**config.mk**
```make
export PLATFORM = sky130hd
export DESIGN_NAME = ctrl_fsm_param
export DESIGN_NICKNAME = d
export VERILOG_FILES = /design/src/rtl/ctrl_fsm_param.sv
export SDC_FILE = /design/constraint.sdc
export NUM_CORES = 1
export LEC_CHECK = 0
export ABC_AREA = 1
export CELL_PAD_IN_SITES_DETAIL_PLACEMENT = 1
export CELL_PAD_IN_SITES_GLOBAL_PLACEMENT = 2
export CORE_MARGIN = 1
export CORE_UTILIZATION = 26
export DETAILED_ROUTE_END_ITERATION = 6
export PLACE_DENSITY_LB_ADDON = 0.1
export SETUP_SLACK_MARGIN = 0.2
export SYNTH_ARGS = -nofsm -noshare
export SYNTH_HDL_FRONTEND = slang
export SYNTH_SLANG_ARGS = --single-unit
export TNS_END_PERCENT = 5
```
**constraint.sdc**
```tcl
create_clock -name clk -period 3 [get_ports clk]
set_clock_uncertainty 0.2 [all_clocks]
set_input_delay 0.9 -clock clk [delete_from_list [all_inputs] [get_ports clk]]
set_output_delay 0.9 -clock clk [all_outputs]
set_load 0.005 [all_outputs]
```
**src/rtl/ctrl_fsm_param.sv**
```systemverilog
// Threshold/error control FSM for a bank of monitored FIFOs.
// Latches per-FIFO thresholds in INIT, tracks idle/active activity and records FIFO errors.
module ctrl_fsm_param #(
    parameter int unsigned NUM_FIFOS   = 5,
    parameter int unsigned TH_W        = 4,
    parameter int unsigned IDLE_CYCLES = 4
) (
    input  logic                      clk,
    input  logic                      reset_L,
    input  logic                      init,
    input  logic [NUM_FIFOS*TH_W-1:0] th_high_in,
    input  logic [NUM_FIFOS*TH_W-1:0] th_low_in,
    input  logic [NUM_FIFOS-1:0]      fifo_empties,
    input  logic [NUM_FIFOS-1:0]      fifo_errors,
    input  logic                      err_clear,
    output logic [NUM_FIFOS*TH_W-1:0] th_high_out,
    output logic [NUM_FIFOS*TH_W-1:0] th_low_out,
    output logic                      idle_out,
    output logic                      active_out,
    output logic                      error_out,
    output logic [NUM_FIFOS-1:0]      error_full,
    output logic                      cfg_err,
    output logic [2:0]                state_out
);

    localparam int unsigned TW    = NUM_FIFOS * TH_W;
    localparam int unsigned CNT_W = $clog2(IDLE_CYCLES + 1);
    localparam logic [CNT_W-1:0] CNT_MAX  = CNT_W'(IDLE_CYCLES);
    localparam logic [CNT_W-1:0] CNT_LAST = CNT_W'(IDLE_CYCLES - 1);

    typedef enum logic [2:0] {
        StReset  = 3'd0,
        StInit   = 3'd1,
        StIdle   = 3'd2,
        StActive = 3'd3,
        StError  = 3'd4
    } state_e;

    state_e                 state_q, state_d;
    logic [TW-1:0]          th_high_q, th_high_d;
    logic [TW-1:0]          th_low_q, th_low_d;
    logic [NUM_FIFOS-1:0]   err_full_q, err_full_d;
    logic [CNT_W-1:0]       cnt_q, cnt_d;
    logic                   cfg_err_q, cfg_err_d;
    logic                   loaded_q, loaded_d;
    logic                   cfg_err_calc;
    logic                   all_empty;
    logic                   any_err;

    assign all_empty = &fifo_empties;
    assign any_err   = |fifo_errors;

    always_comb begin
        cfg_err_calc = 1'b0;
        for (int unsigned i = 0; i < NUM_FIFOS; i++) begin
            if (th_low_in[i*TH_W +: TH_W] > th_high_in[i*TH_W +: TH_W]) begin
                cfg_err_calc = 1'b1;
            end
        end
    end

    always_ff @(posedge clk or negedge reset_L) begin
        if (!reset_L) begin
            state_q <= StReset;
        end else begin
            state_q <= state_d;
        end
    end

    // loaded_q keeps INIT for one extra cycle so cfg_err reflects freshly latched thresholds
    always_comb begin
        state_d = state_q;
        case (state_q)
            StReset: state_d = StInit;
            StInit: begin
                if (any_err)           state_d = StError;
                else if (init)         state_d = StInit;
                else if (!loaded_q)    state_d = StInit;
                else if (cfg_err_q)    state_d = StInit;
                else if (all_empty)    state_d = StIdle;
                else                   state_d = StActive;
            end
            StIdle: begin
                if (any_err)           state_d = StError;
                else if (init)         state_d = StInit;
                else if (!all_empty)   state_d = StActive;
            end
            StActive: begin
                if (any_err)                               state_d = StError;
                else if (init)                             state_d = StInit;
                else if (cnt_q == CNT_LAST && all_empty)   state_d = StIdle;
            end
            StError: begin
                if (err_clear && !any_err) state_d = StInit;
            end
            default: state_d = StReset;
        endcase
    end

    always_comb begin
        th_high_d  = th_high_q;
        th_low_d   = th_low_q;
        cfg_err_d  = cfg_err_q;
        loaded_d   = (state_q == StInit);
        cnt_d      = '0;
        err_full_d = err_full_q;
        if (state_q == StInit) begin
            th_high_d = th_high_in;
            th_low_d  = th_low_in;
            cfg_err_d = cfg_err_calc;
        end
        if (state_q == StActive && all_empty) begin
            cnt_d = (cnt_q == CNT_MAX) ? cnt_q : cnt_q + CNT_W'(1);
        end
        if (state_q == StError && state_d == StInit) begin
            err_full_d = '0;
        end else if (state_d == StError || state_q == StError) begin
            err_full_d = err_full_q | fifo_errors;
        end
    end

    always_ff @(posedge clk or negedge reset_L) begin
        if (!reset_L) begin
            th_high_q  <= '0;
            th_low_q   <= '0;
            cfg_err_q  <= 1'b0;
            loaded_q   <= 1'b0;
            cnt_q      <= '0;
            err_full_q <= '0;
        end else begin
            th_high_q  <= th_high_d;
            th_low_q   <= th_low_d;
            cfg_err_q  <= cfg_err_d;
            loaded_q   <= loaded_d;
            cnt_q      <= cnt_d;
            err_full_q <= err_full_d;
        end
    end

    always_comb begin
        idle_out    = (state_q == StIdle);
        active_out  = (state_q == StActive);
        error_out   = (state_q == StError);
        state_out   = state_q;
        th_high_out = th_high_q;
        th_low_out  = th_low_q;
        error_full  = err_full_q;
        cfg_err     = cfg_err_q;
    end

endmodule

```
==> results.toml, run 1 <==
[layout]
antennaDiodeCount = 0
drive_gt1_share_pct = 6.07
finish.utilization_pct = 39.7
multi_input_area_sq_um = 1220
layout.cells.non_filler = 581
syn2layout_area_growth_pct = 47.3
final.fill_count = 1261
register_area_sq_um = 1330
nets = 521

[placed_design]
dp_cells = 573
dpl.hpwl_microns = 5790
post-place-ws_ns = 0.390
routabilityCongestion = 0.713
port-buffer-count = 105

[cts]
cts-buffers-inserted = 5
cts_root_buffer = "clkbuf_8"
cts_tree = "built"
clkTransAtPathRegs_ns = 0.10
ctsResizeCount = 0
clock_sinks = 53
postCtsSetupBuffers = 0
h-tree-depth = 2
hold_buffers = 0
clk_path_buf_depth = 2
insertion_delay_ns = 0.31

[worst_setup_path]
critPathRequiredTime_ns = 1.90
crit_path_end_kind = "output port"
cp-start-kind = "flip-flop"
critical_path_arrival_ns = 1.60
cpMaxStageDelayCell = "clkdlybuf4s50_1"
worstPathCellList = "inv_2 > nand2_4 > nor2_8 > clkdlybuf4s50_1"
r2r_slack_ns = 1.09
timing_worst_setup_path_type = "flip-flop to output port"
cpPeakStageDelay_ns = 0.50
crit_fanout = 4

[timing]
hold_ws_ns = 0.287
grt_setup_unrepaired = "true"
setup_ws_ns = 0.298
max_slew_margin_pct = 58.8
fmax_mhz = 370
drv_slew = 0
fin_crit_ns = 2.70
final.setup.tns_ns = 0
finalHoldViolCount = 0
finalSetupViolCount = 0
tightest_slew_ns = 0.618
fin_crit_sh_pct = 90.1

[outcome]
status = "finished clean"

[global_route]
grt_max_degree = 64
use_met1_pct = 19.3
grt_pass1_vias = 2575
met2_usage_pct = 23.5
overflow = 0
grt.total_usage_pct = 14.4
grt_use_met3_pct = 3.46
busiest_layer = "met2"
grt_pass1_wl_microns = 12700
antenna_found_initial = 0

[worst_hold_path]
min_path_type = "flip-flop to flip-flop"

[detailed_routing]
via_per_inst = 4.25
drt-wirelength-per-cell_microns = 13.1
routed_wl_microns = 7620
routed-via-count = 2469
antenna_left = 0
first_pass_iters = 4
drtIter0Drc = 56
drc_errors = 0

[power_and_ir_drop]
p_clk_share_pct = 15.2
leakagePower_nw = 2.05
share_seq_of_total_power_pct = 36.6
power_density_nw_per_um2 = 827
cellInternalPower_w = 0.00220
comb_power_share_pct = 48.2
switching_power_w = 0.00120
switching_share_pct = 35.3
peakVddDrop_uv = 407

[synthesis]
synth-main-ff-cell = "dfrtp_1"
yosysTopAreaCell = "dfrtp_1"
avgSynthCellArea_sq_um = 8.26
async_flop_share_pct = 100
synth_common_cells = "117 x nand2_1, 53 x dfrtp_1, 51 x inv_1"
yosysSeqAreaShare_pct = 47.5
synth.most_common_cell = "nand2_1"
synthCells = 338
synthDistinctLibCells = 25
synth_fp_nets = 415
synth_area_leaders = "dfrtp_1 48%, nand2_1 16%, ha_1 10%, inv_1 6.9%, o21ai_0 4.1%"
synth_top_area_share_pct = 47.5
synthesis.area_sq_um = 2790
yosys_warnings = 0
synth_seq_cells = 53
synth_edf_count = 0

[flow_run]
cap_violations = 0

[floorplan]
coreArea_sq_um = 10400
fp-row-count = 37
die_area_sq_um = 11200
start_util_pct = 26.9
die_x_microns = 106
dieHeight_microns = 106
io-pin-count = 106
through the flow:
stage               cell area [sq um]  total power, W
finish                           4110         0.00340
floorplan                        2790         0.00200
global placement                 4000         0.00291
CTS                              4110         0.00348
global route                     4110         0.00371
detailed placement               4000         0.00294
power by group through the flow:
stage | clock network [W] | registers (W) | logic (W)
global route | 0.000566 | 0.00130 | 0.00185
finish | 0.000517 | 0.00125 | 0.00164
CTS | 0.000542 | 0.00125 | 0.00168
global placement | 0 | 0.00126 | 0.00166
floorplan | 0 | 0.00126 | 0.000732
detailed placement | 0 | 0.00126 | 0.00168
worst max-delay path: cells and delay by family (launching register included):
kind / cells / cell delay (ns)
and+or+nand+nor: 2 / 0.21
buffers and inverters: 2 / 0.62
DFF: 1 / 0.46
registers in the layout, indices dropped and copies added, names as in the netlist:
register and cells:
th_high_out 20, loaded_q 1, state_out 3, cfg_err 1, error_full 5, cnt_q 3, th_low_out 20
final timing paths:
check | start | end | cells past startpoint
setup / recovery | state_out[0]$_DFF_PN0_ | error_out | 4
hold / removal | th_low_out[6]$_DFFE_PN0P_ | th_low_out[6]$_DFFE_PN0P_ | 2
setup reg to reg | state_out[2]$_DFF_PN0_ | state_out[0]$_DFF_PN0_ | 8
hold reg to reg | th_low_out[6]$_DFFE_PN0P_ | th_low_out[6]$_DFFE_PN0P_ | 2
max in group asynchronous | reset_L | th_low_out[12]$_DFFE_PN0P_ | 2
min in group asynchronous | reset_L | th_low_out[2]$_DFFE_PN0P_ | 1
final cells by class:
type                            instances  share of cell area [%]
Timing Repair Buffer                  107                    26.1
Clock buffer                            7                    2.10
Inverter                               55                    5.08
Sequential cell                        53                    32.3
Tap cell                              136                    4.14
Clock inverter                          1                   0.730
Multi-Input combinational cell        222                    29.6
metal layers:
metal | routed length (microns) | share of wire [%]
met1 | 3650 | 48
met2 | 3540 | 46
met3 | 366 | 4.8
met4 | 57 | 0.75
met5 | 0 | 0
layout by cell type, fill, tap and decap left out, drive strengths merged:
| cell type | count |
|---|---|
| inv | 55 |
| bufinv | 1 |
| buf | 3 |
| xor2 | 1 |
| o2111ai | 1 |
| clkbuf | 7 |
| nor2 | 12 |
| nand4 | 2 |
| ha | 23 |
| a21oi | 11 |
| nor3 | 3 |
| nand2 | 119 |
| nand3 | 16 |
| dfrtp | 53 |
| o21ai | 29 |
| or2 | 5 |
| clkdlybuf4s50 | 104 |
kinds of logic (layout without fill, tap and decap cells):
logic type | count (synthesis) | after routing | share of synthesized area (%)
DFF | 53 | 53 | 47.5
adders and majority gates | 23 | 23 | 10.3
and+or+nand+nor | 157 | 157 | 25.5
xor gates and xnor gates | 1 | 1 | 0.314
buffers and inverters | 63 | 170 | 8.92
AOI/OAI and AO/OA | 41 | 41 | 7.49
Power figures use the tool's default switching activity.
==> run 2, diff against run 1 <==
Settings changed: PLACE_DENSITY from default to 0.87, PLACE_DENSITY_LB_ADDON 0.1 to default.
==> run 2 against run 1 <==
  * Clock power shrank 21%
  * Critical path type unchanged
  * Count of clock-buffer cells in the layout grew 1
  * Final cell count is 0.17% higher
  * Via count rose by 2.1%
  * Largest cell class unchanged
  * Sequential cell count did not move
==> results.toml, run 2 (synthesis gave the netlist of run 1 again) <==
[floorplan]
coreArea_sq_um = 10400
die_area_sq_um = 11200
io-pin-count = 106
start_util_pct = 26.9
die_x_microns = 106
fp-row-count = 37
dieHeight_microns = 106

[worst_hold_path]
holdPathEnd = "th_low_out[13]$_DFFE_PN0P_"
min_path_type = "flip-flop to flip-flop"
min-delay-start = "th_low_out[13]$_DFFE_PN0P_"
min_path_cells = 2

[worst_setup_path]
path_delay_family = "buffers and inverters"
crit_path_end_kind = "output port"
timing_worst_setup_path_type = "flip-flop to output port"
ff2ff_path_depth = 6
r2r_slack_ns = 0.86
r2r-end = "cfg_err$_DFFE_PN0P_"
critPathRequiredTime_ns = 1.90
crit_buf_inv = 2
crit-reg2reg-launch = "state_out[2]$_DFF_PN0_"
cpPeakStageDelay_ns = 0.50
cpMaxStageDelayCell = "clkdlybuf4s50_1"
crit_fanout = 4
cp-start-kind = "flip-flop"
critical_path_arrival_ns = 1.61
worstPathCellList = "inv_2 > nand2_4 > nor2_8 > clkdlybuf4s50_1"

[detailed_routing]
drtIter0Drc = 51
routed_wl_microns = 7690
first_pass_iters = 4
drc_errors = 0
routed-via-count = 2520
antenna_left = 0
drt-wirelength-per-cell_microns = 13.2
via_per_inst = 4.33

[layout]
antennaDiodeCount = 0
final_cell_mix = "117 x nand2_1, 104 x clkdlybuf4s50_1, 52 x dfrtp_1, 51 x inv_1"
drive_gt1_share_pct = 5.83
nets = 522
final_common_cell = "nand2_1"
syn2layout_area_growth_pct = 45.9
finish.utilization_pct = 39.3

[cts]
insertion_delay_ns = 0.30
clkTransAtPathRegs_ns = 0.10
cts-buffers-inserted = 5
h-tree-depth = 2
postCtsSetupBuffers = 0
hold_buffers = 0
clk_path_buf_depth = 2
ctsResizeCount = 0
clock_sinks = 53
cts_root_buffer = "clkbuf_8"
cts_tree = "built"

[placed_design]
port-buffer-count = 105
routabilityCongestion = 0.712
dpl.hpwl_microns = 5990

[timing]
final.setup.tns_ns = 0
finalSetupViolCount = 0
fin_crit_sh_pct = 90.3
drv_slew = 0
fmax_mhz = 369
fin_crit_ns = 2.71
grt_setup_unrepaired = "true"
tightest_slew_ns = 0.487
max_slew_margin_pct = 67.5
finalHoldViolCount = 0

[power_and_ir_drop]
cellInternalPower_w = 0.00210
share_seq_of_total_power_pct = 37.9
power_density_nw_per_um2 = 812
p_clk_share_pct = 12.4
switching_share_pct = 36.6
switching_power_w = 0.00121
comb_power_share_pct = 49.7
peakVddDrop_uv = 350
leakagePower_nw = 2.03

[global_route]
grt.total_usage_pct = 14.5
grt_pass1_wl_microns = 12800
grt_max_degree = 46
grt_pass1_vias = 2654
antenna_found_initial = 0
overflow = 0

[outcome]
status = "finished clean"

[flow_run]
cap_violations = 0
## run 2: changes by cell type in the layout (fill, tap and decap cells not counted), sizes merged
cell,previous run,this run
buf,3,4
bufinv,1,0
clkbuf,7,8
## run 2: worst min-delay path, delay by kind of cell, from the launching register on
kind             cells  cell delay [ns]
and+or+nand+nor      2             0.10
DFF                  1             0.35
## run 2: final cells by class
class                   count  area (sq um)
inverters                  55           209
fillers                  1256          6300
flip-flops and latches     53          1330
well taps                 136           170
repair buffers            108          1070
clock buffers               8          80.1
multi-input cells         222          1220
## run 2: worst max-delay path by stage
stage,start,to,depth (start not counted)
CTS,state_out[0]$_DFF_PN0_,active_out,3
detailed placement,th_high_in[5],cfg_err$_DFFE_PN0P_,11
global placement,th_high_in[11],cfg_err$_DFFE_PN0P_,11
floorplan,th_high_in[7],cfg_err$_DFFE_PN0P_,10
global route,state_out[2]$_DFF_PN0_,idle_out,4
finish,state_out[0]$_DFF_PN0_,error_out,4
## run 2: metrics by stage
step	std cells	power [W]	hold slack, ns	instance area (sq um)	worst slack (ns)
5_1_grt	582	0.00360	0.312	4070	0.188
3_3_place_gp	574	0.00289	0.264	3990	0.346
6_report	582	0.00331	0.286	4070	0.292
4_1_cts	582	0.00338	0.296	4070	0.221
3_5_place_dp	574	0.00294	0.269	3990	0.352
2_1_floorplan	338	0.00200	0.272	2790	1.04
## run 2: routing by layer
metal	up-vias	GRT usage, %	wire (microns)
li1	1261	-	-
met1	1196	18.0	3540
met2	56	25.7	3780
met3	7	2.97	304
met4	0	3.27	68
met5	-	0	0
## run 2: power groups by stage
stage	combinational, W	clock (W)	sequential (W)
after CTS	0.00169	0.000431	0.00126
after detailed placement	0.00167	0	0.00127
final	0.00164	0.000409	0.00125
after floorplan	0.000732	0	0.00126
after global placement	0.00163	0	0.00126
after global routing	0.00185	0.000455	0.00130
==> run 3, diff against run 2 <==
Settings changed: GPL_TIMING_DRIVEN from default to 0.
==> run 3 against run 2 <==
  * Total power increased by 2.0%
  * Count of clock-buffer cells in the layout fell by 3
  * Non-clock buffer count increased by 6
  * Worst setup slack better by 0.0074 ns
  * Clock power hardly changed
  * Critical path type unchanged
  * First-iteration DRC count decreased by 3.9%
  * Die area stayed put
  * Combinational power increased by 4%
  * Critical path depth is the same
  * Register-to-register slack gained 0.57 ns
  * Sequential power is essentially flat
==> results.toml, run 3 (synthesis gave the netlist of run 1 again) <==
[layout]
final.fill_count = 1265
syn2layout_area_growth_pct = 47.4
final_cell_mix = "117 x nand2_1, 104 x clkdlybuf4s50_1, 52 x dfrtp_1, 51 x inv_1"
antennaDiodeCount = 0
register_area_sq_um = 1330
multi_input_area_sq_um = 1220
nets = 528
drive_gt1_share_pct = 7.74
final_common_cell = "nand2_1"

[cts]
cts_root_buffer = "clkbuf_8"
clk_path_buf_depth = 2
hold_buffers = 0
clkTransAtPathRegs_ns = 0.10
cts-buffers-inserted = 5
clock_sinks = 53
ctsResizeCount = 0
cts_tree = "built"
postCtsSetupBuffers = 0
h-tree-depth = 2
insertion_delay_ns = 0.30

[power_and_ir_drop]
share_seq_of_total_power_pct = 37.1
power_w = 0.00337
peakVddDrop_uv = 307
leakagePower_nw = 2.06
comb_power_share_pct = 50.8
switching_power_w = 0.00126
p_clk_share_pct = 12.1
cellInternalPower_w = 0.00212
power_density_nw_per_um2 = 819
switching_share_pct = 37.2

[worst_setup_path]
r2r-end = "th_high_out[16]$_DFFE_PN0P_"
ff2ff_path_depth = 6
critical_path_arrival_ns = 1.60
timing_worst_setup_path_type = "flip-flop to output port"
cpPeakStageDelay_ns = 0.50
cp-startpoint = "state_out[1]$_DFF_PN0_"
crit-reg2reg-launch = "state_out[2]$_DFF_PN0_"
critPathRequiredTime_ns = 1.90
r2r_slack_ns = 1.43
crit_fanout = 4
cp-start-kind = "flip-flop"
crit_path_end_kind = "output port"
worstPathCellList = "inv_2 > nand2_4 > nor2_8 > clkdlybuf4s50_1"
cpMaxStageDelayCell = "clkdlybuf4s50_1"
endpoint = "error_out"

[floorplan]
die_x_microns = 106
io-pin-count = 106
start_util_pct = 26.9
fp-row-count = 37
dieHeight_microns = 106
die_area_sq_um = 11200
coreArea_sq_um = 10400

[detailed_routing]
first_pass_iters = 4
routed-via-count = 2552
drc_errors = 0
via_per_inst = 4.34
routed_wl_microns = 8130
antenna_left = 0
drtIter0Drc = 49
drt-wirelength-per-cell_microns = 13.8

[outcome]
status = "finished clean"

[flow_run]
cap_violations = 0

[global_route]
antenna_found_initial = 0
overflow = 0
grt_max_degree = 29
grt.total_usage_pct = 15.3
grt_pass1_vias = 2719
grt_pass1_wl_microns = 13300

[timing]
fin_crit_sh_pct = 90.0
drv_slew = 0
max_slew_margin_pct = 55.5
final.setup.tns_ns = 0
grt_setup_unrepaired = "false"
fmax_mhz = 370
finalSetupViolCount = 0
fin_crit_ns = 2.70
tightest_slew_ns = 0.667
finalHoldViolCount = 0
hold_ws_ns = 0.287

[worst_hold_path]
min_path_type = "flip-flop to flip-flop"

[placed_design]
dpl.hpwl_microns = 6380
routabilityCongestion = 0.751
port-buffer-count = 105
run 3: cell type report:
cell class / count / share of cell area [%]
Multi-Input combinational cell: 222 / 29.6
Clock inverter: 3 / 0.426
Sequential cell: 53 / 32.3
Buffer: 8 / 0.973
Tap cell: 136 / 4.13
Timing Repair Buffer: 106 / 25.9
Clock buffer: 5 / 1.67
Inverter: 55 / 5.08
run 3: power groups by stage:
stage | registers [W] | clock network, W | logic, W
CTS | 0.00126 | 0.000435 | 0.00176
detailed placement | 0.00127 | 0 | 0.00175
floorplan | 0.00126 | 0 | 0.000732
global route | 0.00129 | 0.000454 | 0.00192
finish | 0.00125 | 0.000409 | 0.00171
global placement | 0.00126 | 0 | 0.00170
run 3: worst min path at each step:
stage,startpoint,to,slack [ns],depth (start not counted)
2_1_floorplan,th_high_out[0]$_DFFE_PN0P_,th_high_out[0]$_DFFE_PN0P_,0.27,2
3_3_place_gp,th_low_out[7]$_DFFE_PN0P_,th_low_out[7]$_DFFE_PN0P_,0.26,2
3_5_place_dp,th_low_out[10]$_DFFE_PN0P_,th_low_out[10]$_DFFE_PN0P_,0.27,2
4_1_cts,th_low_out[17]$_DFFE_PN0P_,th_low_out[17]$_DFFE_PN0P_,0.30,2
5_1_grt,th_low_out[13]$_DFFE_PN0P_,th_low_out[13]$_DFFE_PN0P_,0.32,2
6_report,th_low_out[15]$_DFFE_PN0P_,th_low_out[15]$_DFFE_PN0P_,0.29,2
run 3: worst max-delay path: cells and delay by family, from the launching register on:
family / cells / cell delay, ns
flip-flops: 1 / 0.43
AND/OR/NAND/NOR: 2 / 0.22
buffers and inverters: 2 / 0.64
run 3: stage by stage:
step	util, %	instances	setup WS [ns]	instance area [sq um]
floorplan	-	338	1.04	2790
global placement	38.7	579	-0.957	4010
detailed placement	38.8	580	0.374	4030
CTS	39.7	588	0.236	4110
global route	39.7	588	0.207	4120
finish	39.7	588	0.299	4120
run 3: per-layer routing:
layer  global-route usage (%)  wire length (microns)
met4                     2.78                     51
met3                     3.34                    386
met5                        0                      0
met1                     18.2                   3460
met2                     28.2                   4230
